[src/rtl/div_unit.sv]
// Multi-cycle radix-2 restoring divider for DIV/DIVU in the EX stage.
// Produces one quotient bit per cycle and stalls the pipeline while it works.
module div_unit #(
    parameter int DATA_WIDTH = 32
) (
    input  logic                  clk,
    input  logic                  rst,
    input  logic                  flush,
    input  logic                  start,
    input  logic                  is_signed,
    input  logic [DATA_WIDTH-1:0] operand_1,
    input  logic [DATA_WIDTH-1:0] operand_2,
    output logic                  stall_req,
    output logic                  done,
    output logic [DATA_WIDTH-1:0] hi,
    output logic [DATA_WIDTH-1:0] lo
);

    localparam int CNT_W = $clog2(DATA_WIDTH);
    localparam logic [CNT_W-1:0] LAST_CNT = CNT_W'(DATA_WIDTH - 1);
    localparam logic [DATA_WIDTH-1:0] ONE = {{(DATA_WIDTH-1){1'b0}}, 1'b1};

    localparam logic [1:0] ST_IDLE = 2'd0;
    localparam logic [1:0] ST_BUSY = 2'd1;
    localparam logic [1:0] ST_DONE = 2'd2;

    logic [1:0]              state_reg;
    logic [CNT_W-1:0]        count_reg;
    logic [2*DATA_WIDTH-1:0] work_reg;
    logic [DATA_WIDTH-1:0]   divisor_reg;
    logic                    quo_neg_reg;
    logic                    rem_neg_reg;
    logic [DATA_WIDTH-1:0]   hi_reg;
    logic [DATA_WIDTH-1:0]   lo_reg;

    logic                    sign1;
    logic                    sign2;
    logic [DATA_WIDTH-1:0]   abs_dividend;
    logic [DATA_WIDTH-1:0]   abs_divisor;
    logic [DATA_WIDTH:0]     trial_rem;
    logic [DATA_WIDTH:0]     diff;
    logic                    fits;
    logic [DATA_WIDTH-1:0]   rem_next;
    logic [DATA_WIDTH-1:0]   quo_next;
    logic [DATA_WIDTH-1:0]   lo_next;
    logic [DATA_WIDTH-1:0]   hi_next;

    assign sign1        = is_signed & operand_1[DATA_WIDTH-1];
    assign sign2        = is_signed & operand_2[DATA_WIDTH-1];
    assign abs_dividend = sign1 ? (~operand_1 + ONE) : operand_1;
    assign abs_divisor  = sign2 ? (~operand_2 + ONE) : operand_2;

    // The shifted remainder keeps its carry-out bit so divisors above 2^31
    // still compare correctly in the 33-bit trial subtraction.
    assign trial_rem = work_reg[2*DATA_WIDTH-1:DATA_WIDTH-1];
    assign diff      = trial_rem - {1'b0, divisor_reg};
    assign fits      = ~diff[DATA_WIDTH];
    assign rem_next  = fits ? diff[DATA_WIDTH-1:0] : trial_rem[DATA_WIDTH-1:0];
    assign quo_next  = {work_reg[DATA_WIDTH-2:0], fits};
    assign lo_next   = quo_neg_reg ? (~quo_next + ONE) : quo_next;
    assign hi_next   = rem_neg_reg ? (~rem_next + ONE) : rem_next;

    assign done      = (state_reg == ST_DONE);
    assign stall_req = ((state_reg == ST_IDLE) & start & ~flush) | (state_reg == ST_BUSY);
    assign hi        = hi_reg;
    assign lo        = lo_reg;

    always_ff @(posedge clk or posedge rst) begin
        if (rst) begin
            state_reg   <= ST_IDLE;
            count_reg   <= '0;
            work_reg    <= '0;
            divisor_reg <= '0;
            quo_neg_reg <= 1'b0;
            rem_neg_reg <= 1'b0;
            hi_reg      <= '0;
            lo_reg      <= '0;
        end else if (flush) begin
            // Abandon any division; the previous HI/LO result stays visible.
            state_reg <= ST_IDLE;
            count_reg <= '0;
        end else begin
            case (state_reg)
                ST_IDLE: begin
                    if (start) begin
                        if (operand_2 == '0) begin
                            lo_reg    <= '1;
                            hi_reg    <= operand_1;
                            state_reg <= ST_DONE;
                        end else begin
                            divisor_reg <= abs_divisor;
                            quo_neg_reg <= sign1 ^ sign2;
                            rem_neg_reg <= sign1;
                            work_reg    <= {{DATA_WIDTH{1'b0}}, abs_dividend};
                            count_reg   <= '0;
                            state_reg   <= ST_BUSY;
                        end
                    end
                end
                ST_BUSY: begin
                    work_reg  <= {rem_next, quo_next};
                    count_reg <= count_reg + 1'b1;
                    if (count_reg == LAST_CNT) begin
                        lo_reg    <= lo_next;
                        hi_reg    <= hi_next;
                        state_reg <= ST_DONE;
                    end
                end
                // EX still holds start for the finished instruction, so ignore it here.
                ST_DONE: state_reg <= ST_IDLE;
                default: state_reg <= ST_IDLE;
            endcase
        end
    end

endmodule

[config.mk]
export PLATFORM = sky130hd
export DESIGN_NAME = div_unit
export DESIGN_NICKNAME = d
export VERILOG_FILES = /design/src/rtl/div_unit.sv
export SDC_FILE = /design/constraint.sdc
export NUM_CORES = 1
export LEC_CHECK = 0
export CORE_ASPECT_RATIO = 0.6
export CORE_MARGIN = 1
export CORE_UTILIZATION = 40
export DETAILED_ROUTE_END_ITERATION = 6
export PLACE_DENSITY_LB_ADDON = 0.05
export SKIP_LAST_GASP = 1
export SLEW_MARGIN = 20
export SYNTH_ARGS = -nofsm -noshare
export SYNTH_HDL_FRONTEND = slang
export SYNTH_SLANG_ARGS = --single-unit
[constraint.sdc]
create_clock -name clk -period 18.2 [get_ports clk]
set_input_delay 3.64 -clock clk [delete_from_list [all_inputs] [get_ports clk]]
set_output_delay 3.64 -clock clk [all_outputs]
set_load 0.01 [all_outputs]
### After elaboration in Yosys (flattened, before gate mapping)

Cells that the tools add are included.

* $lt $le $gt $ge: 0
* divide/modulo/power cells: 0
* eq/ne operators: 10
* reduce and logical (&&, ||, !) cells: 9
* bitwise logic cells: 13
* multiplexer cells: 25
* $add $sub $neg: 6
* multipliers: 0
* shift operators: 0

Operator list (number)
* $mux 32: 11
* $add 32x1->32 const B: 4
* $mux 64: 2
* $not 32->32: 4
* $pmux 32 s2: 2
* $pmux 64 s2: 1
* $sub 33x32->33: 1
* $logic_not 32->1: 1
* $mux 5: 3
* $pmux 5 s2: 1
* $mux 2: 4
* $reduce_and 4->1: 2
* $ne 3x3->1 const B: 2
* $add 5x1->5 const B: 1
* $eq 5x5->1 const B: 1
* $reduce_and 5->1: 1
* $and 1x1->1: 4
* $ne 2x1->1 const B: 2
* $ne 2x2->1 const B: 2
* $pmux 2 s2: 1
* $ne 3x2->1 const B: 1
* $not 1->1: 3
* $reduce_and 3->1: 1
* $reduce_bool 3->1: 1
* other kinds (7): 7

* input bits: 69
* memories kept: 0
* logic and storage cells: 71
* RAM bits: 0
* latch bits: 0
* flip-flop bits (word level): 169
* bits in read-only memories: 0

### Longest topological paths before layout

Gate-level depths: netlist (run 1).

* word-level depth: 7
* mapped depth: 28
* gate-level depth less buffers: 25

### Worst setup path after synthesis (run 1)

No wires, ideal clock.

* path kind: input port to output port
* start: in flush
* end: out stall_req
* required time: 14560 ps
* path slack: 10668 ps
* data arrival time: 3892 ps
* cell stages on the path: 3
* cell sequence: inv_1 > a21oi_1 > nor2_1

* longest elaborated chain between the ends: 3

Ends and longest elaborated chain
* from (decl): line 8 `input logic flush,`
* $not 1->1 (no source line)
* $and 1x1->1: line 64 `assign stall_req = ((state_reg == ST_IDLE) & start & ~flush) | (state_reg == ST_BUSY);`
* $or 1x1->1: line 64
* to (decl): line 13 `output logic stall_req,`

Every way passes these cells.

### Worst setup path in the final report (run 1)

Same ends and word-level chain as after synthesis.

==> results of run 1 <==
[kinds of logic after synthesis]
logic type               after synthesis  share of synthesized area [%]
AO/OA/AOI/OAI                        481                           23.9
XOR/XNOR                             143                           10.0
adder cells (fa/ha/maj)               39                           3.97
buffers and inverters                145                           4.74
flip-flops                           169                           33.9
multiplexers                          27                           2.21
AND/OR/NAND/NOR                      571                           21.2
[critical path: cells and delay by family]
kind | cells | cell delay (ns)
AO/OA/AOI/OAI | 1 | 0.06
buffers and inverters | 3 | 1.13
AND/OR/NAND/NOR | 1 | 0.15
[per-stage QoR]
stage / hold WS [ns] / area (um^2) / setup WS, ns / power, uW
2_1_floorplan: 0.450 / 12500 / 9.98 / 744
5_1_grt: 0.528 / 14700 / 9.50 / 1340
4_1_cts: 0.493 / 14700 / 9.56 / 1270
3_3_place_gp: 0.474 / 14000 / 9.56 / 852
3_5_place_dp: 0.478 / 14000 / 9.56 / 857
6_report: 0.484 / 14700 / 9.58 / 1260
[power by group through the flow]
| stage | Sequential (uW) | Clock (uW) | Combinational, uW |
|---|---|---|---|
| final | 439 | 408 | 417 |
| after global routing | 443 | 433 | 467 |
| after CTS | 438 | 415 | 413 |
| after detailed placement | 445 | 0 | 412 |
| after global placement | 445 | 0 | 408 |
| after floorplan | 434 | 0 | 311 |
[worst max-delay path by stage]
stage | endpoint | slack (ns) | cells after the start
3_5_place_dp | stall_req | 9.56 | 5
3_3_place_gp | stall_req | 9.56 | 5
6_report | stall_req | 9.58 | 5
4_1_cts | stall_req | 9.56 | 5
5_1_grt | stall_req | 9.50 | 5
2_1_floorplan | count_reg[0]$_DFFE_PP0P_ | 9.98 | 1
[Yosys cell counts (6+ instances only)]
master / number
dfrtp_1: 169
nor3_1: 41
and2_1: 11
o211ai_1: 10
mux2i_1: 23
xnor2_1: 56
buf_1: 7
o41ai_1: 15
nand4_1: 8
o31ai_1: 56
or4_1: 14
nor4_1: 19
buf_2: 31
nand3_1: 20
a31oi_1: 29
nor2_1: 183
nor2b_1: 10
and3_1: 10
clkbuf_1: 56
ha_1: 38
o21ai_1: 14
or3_1: 22
xor2_1: 87
a21oi_1: 169
nand2b_1: 16
o21ai_0: 118
nand2_1: 191
inv_1: 48
nand3b_1: 6
a211oi_1: 10
[area by class of cell]
| cell class | instances | area (um^2) | area share (%) |
|---|---|---|---|
| clock buffers | 24 | 502 | 3.42 |
| clock inverters | 7 | 138 | 0.938 |
| inverters | 50 | 193 | 1.31 |
| multi-input cells | 1261 | 7680 | 52.3 |
| flip-flops and latches | 169 | 4230 | 28.8 |
| well taps | 408 | 510 | 3.48 |
| repair buffers | 145 | 1420 | 9.70 |
[metal layers]
layer	up-vias	wire, um	global-route usage (%)
met5	-	0	0
met4	0	289	4.18
met3	29	2560	5.37
met2	367	15400	33.3
met1	5658	20400	39.2
li1	5755	-	-
==> results.json, run 1 <==
{
  "path_clk_slew_ns": 0.06,
  "finClkSkew_ns": 0.0101,
  "cp_data_required_time_ns": 14.56,
  "grt_first_pass_wirelength_um": 62000,
  "grt_pass1_vias": 10900,
  "core_mm2": 0.0303,
  "synth_edf_count": 0,
  "overflow": 0,
  "p_sw_uw": 457,
  "ys.flop_type": "dfrtp_1",
  "layout_commonest_cell": "nand2_1",
  "finalNetCount": 1752,
  "cts_setup_buffers": 0,
  "fin_setup_tns_ns": 0,
  "critPathMaxFanout": 5,
  "gp_congestion": 0.948,
  "clk_path_buf_depth": 2,
  "drt-vias-per-instance": 5.72,
  "synth_cell_types": 78,
  "ys_warn_count": 0,
  "p_comb_share_pct": 33.0,
  "ys_async_sr_fraction_pct": 100,
  "ios": 135,
  "wl_per_cell_um": 18.7,
  "critPathCaptureType": "output pin",
  "row_count": 49,
  "timing.rr.start": "work_reg[31]$_DFFE_PP0P_",
  "cp_cell_sequence": "clkdlybuf4s50_1 > inv_1 > a21oi_1 > nor2_1 > clkdlybuf4s50_1",
  "internal_power_uw": 807,
  "power_frac_clock_pct": 32.3,
  "powerDensity_mw_per_mm2": 86.1,
  "grt_usage_pct": 24.5,
  "die_w_um": 230,
  "largest_register_ffs": 64,
  "dpl.cell_count": 2033,
  "h-tree-depth": 4,
  "slowest_delay_ns": 0.56,
  "crit_type": "primary input to output pin",
  "die_h_um": 139,
  "clockRootBuffer": "clkbuf_16",
  "r2r_end": "hi[26]$_DFFE_PP0P_",
  "hpwlAfterDp_um": 28700,
  "cts_resized": 0,
  "start_util_pct": 41.2,
  "fp.dieArea_mm2": 0.0319,
  "ant_nets": 0,
  "drive_gt1_share_pct": 4.95,
  "initialDrtViolationCount": 1029,
  "syn_nets": 1683,
  "ctsHoldBuffers": 0,
  "crit_path_start": "flush",
  "cts_inserted_buffers": 17,
  "report.final.setup_viol": 0,
  "synth_area_leaders": "dfrtp_1, a21oi_1, xor2_1",
  "clk_latency_ns": 0.45,
  "area_growth_pct": 17.7,
  "yosysTopAreaCell": "dfrtp_1",
  "dr.pass1.iters": 5,
  "antenna_found_initial": 0,
  "avgSynthCellArea_um2": 7.92,
  "final_util_pct": 48.5,
  "worstHoldPathType": "register to register",
  "wl_um": 38600,
  "fin_crit_sh_pct": 47.4,
  "reg2reg_slack_ns": 11.93,
  "rsz0062_at_grt": "no",
  "n_fill_cell": 2993,
  "hp-start": "divisor_reg[31]$_DFFE_PP0P_",
  "fin_cells": 2064,
  "critPathArrivalTime_ns": 4.98,
  "diodes": 0,
  "tightestPinTransition_ns": 0.998,
  "cp_slowest_cell": "clkdlybuf4s50_1",
  "cts_tree": "built",
  "timing.fmax_mhz": 116,
  "syn_area_mm2": 0.0125,
  "cp-start-kind": "primary input",
  "min_to": "divisor_reg[31]$_DFFE_PP0P_",
  "yosys.area.top_type_share_pct": 33.9,
  "layout_common_cells": "nand2_1, nor2_1, a21oi_1, dfrtp_1, clkdlybuf4s50_1",
  "sw_frac_of_total_pct": 36.2,
  "maxCapViolations": 0,
  "cpMostUsedCell": "clkdlybuf4s50_1",
  "ir_drop_mv": 0.0670,
  "period_minus_slack_ns": 8.62,
  "p_seq_share_pct": 34.7,
  "hold_violations": 0,
  "clock-sinks": 169,
  "slew_violations": 0,
  "io_buffers": 134,
  "leakage_uw": 0.00600,
  "num_vias": 11800,
  "reg2reg_depth": 23,
  "synth-seq-cells": 169,
  "slew-limit-headroom_pct": 32.8,
  "yosysSeqAreaShare_pct": 33.9,
  "grt_max_degree": 100,
  "status": "complete, no violations",
  "drc": 0,
  "synthCells": 1575,
  "worstHoldPathCells": 2
}
(Power assumes the default switching activity.)
==> run 2, diff against run 1 <==
- clock period: 18.2 -> 7.8 ns (I/O delays scaled with it)
==> results.json, run 2 (synthesis results as in run 1) <==
{
  "cts_inserted_buffers": 17,
  "core_mm2": 0.0303,
  "reg2reg_slack_ns": 2.12,
  "ant_nets": 0,
  "hpwlAfterDp_um": 29000,
  "rsz0062_at_grt": "no",
  "fin_setup_tns_ns": 0,
  "clk_path_buf_depth": 2,
  "die_h_um": 139,
  "row_count": 49,
  "gp_congestion": 0.916,
  "drt-vias-per-instance": 5.68,
  "drive_gt1_share_pct": 5.24,
  "holdWs_ns": 0.485,
  "final_util_pct": 48.3,
  "critPathMaxFanout": 55,
  "slew_violations": 0,
  "report.final.setup_viol": 0,
  "drc": 0,
  "clockRootBuffer": "clkbuf_16",
  "fp.dieArea_mm2": 0.0319,
  "r2r_end": "lo[30]$_DFFE_PP0P_",
  "hp-start": "lo[3]$_DFFE_PP0P_",
  "crit_type": "primary input to register",
  "wl_um": 38200,
  "tightestPinTransition_ns": 1.28,
  "reg2reg_depth": 21,
  "grt_first_pass_wirelength_um": 61100,
  "layout_commonest_cell": "nand2_1",
  "cp-start-kind": "primary input",
  "maxCapViolations": 0,
  "clk_latency_ns": 0.46,
  "area_growth_pct": 17.4,
  "clock-sinks": 169,
  "ctsHoldBuffers": 0,
  "finClkSkew_ns": 0.0114,
  "ios": 135,
  "die_w_um": 230,
  "overflow": 0,
  "initialDrtViolationCount": 1055,
  "cts_tree": "built",
  "start_util_pct": 41.2,
  "cp_data_required_time_ns": 8.18,
  "slew-limit-headroom_pct": 14.4,
  "dr.pass1.iters": 6,
  "worstHoldPathCells": 2,
  "largest_register_ffs": 64,
  "period_minus_slack_ns": 5.85,
  "status": "complete, no violations",
  "layout_common_cells": "nand2_1, nor2_1, a21oi_1, dfrtp_1, clkdlybuf4s50_1",
  "grt_max_degree": 89,
  "powerDensity_mw_per_mm2": 196,
  "finalNetCount": 1755,
  "io_buffers": 134,
  "pre_cts_slack_ns": 1.53,
  "finalPower_uw": 2860,
  "cts_resized": 0,
  "leakage_uw": 0.00598,
  "worst_slack_ns": 1.95,
  "worstHoldPathType": "register to register",
  "h-tree-depth": 4,
  "grt_pass1_vias": 10800,
  "critPathArrivalTime_ns": 6.23,
  "wl_per_cell_um": 18.5,
  "ir_drop_mv": 0.157,
  "timing.fmax_mhz": 171,
  "antenna_found_initial": 1,
  "fin_crit_sh_pct": 75.0,
  "critPathCaptureType": "register",
  "hold_violations": 0,
  "cts_setup_buffers": 0,
  "num_vias": 11800,
  "timing.rr.start": "work_reg[31]$_DFFE_PP0P_",
  "diodes": 0,
  "path_clk_slew_ns": 0.07,
  "grt_usage_pct": 24.2,
  "min_to": "lo[3]$_DFFE_PP0P_"
}
run 2: cell count changes in the layout (fill, tap and decap cells not counted), sizes merged:
cell and change:
clkinv +4, clkinvlp +1, clkbuf -4, buf +3, bufinv -3, inv +3
run 2: how the worst max path moves through the flow:
stage	slack, ns	start	endpoint
3_5_place_dp	1.53	operand_2[7]	hi[24]$_DFFE_PP0P_
6_report	1.95	operand_2[7]	hi[24]$_DFFE_PP0P_
4_1_cts	2.00	operand_2[7]	hi[24]$_DFFE_PP0P_
5_1_grt	1.59	operand_2[7]	hi[24]$_DFFE_PP0P_
2_1_floorplan	1.66	rst	count_reg[0]$_DFFE_PP0P_
3_3_place_gp	1.72	operand_2[7]	hi[31]$_DFFE_PP0P_
run 2: area by class of cell:
class | count | area [um^2]
Sequential cell | 169 | 4230
Fill cell | 3030 | 15700
Inverter | 50 | 193
Tap cell | 408 | 510
Clock buffer | 20 | 457
Clock inverter | 12 | 116
Timing Repair Buffer | 148 | 1450
Multi-Input combinational cell | 1261 | 7680
run 2: stage by stage:
stage	std cells	cell area, um^2
3_3_place_gp	2036	14100
6_report	2068	14600
5_1_grt	2068	14600
2_1_floorplan	1575	12500
3_5_place_dp	2036	14100
4_1_cts	2068	14600
run 2: where the power goes:
group	internal (uW)	switching, uW
Sequential	947	73.1
Clock	461	406
Combinational	360	615
run 2: critical path, cell delays in order:
cell	delay, ns
clkdlybuf4s50_1	0.50
or4_1	0.63
nor4_1	0.31
nand2b_1	0.15
nor3_1	0.23
nand2b_1	0.14
nor3_1	0.22
nand4b_1	0.28
nor3b_1	0.42
o21ai_4	0.07
buf_4	0.29
inv_2	0.69
buf_4	0.40
o21ai_0	0.15
o21ai_1	0.16
run 2: layer usage:
metal,part of all wire [%],wire [um],GRT usage (%)
met5,0,0,0
met1,53,20200,39.3
met4,1.4,553,5.82
met2,40,15100,32.6
met3,6.0,2290,3.84
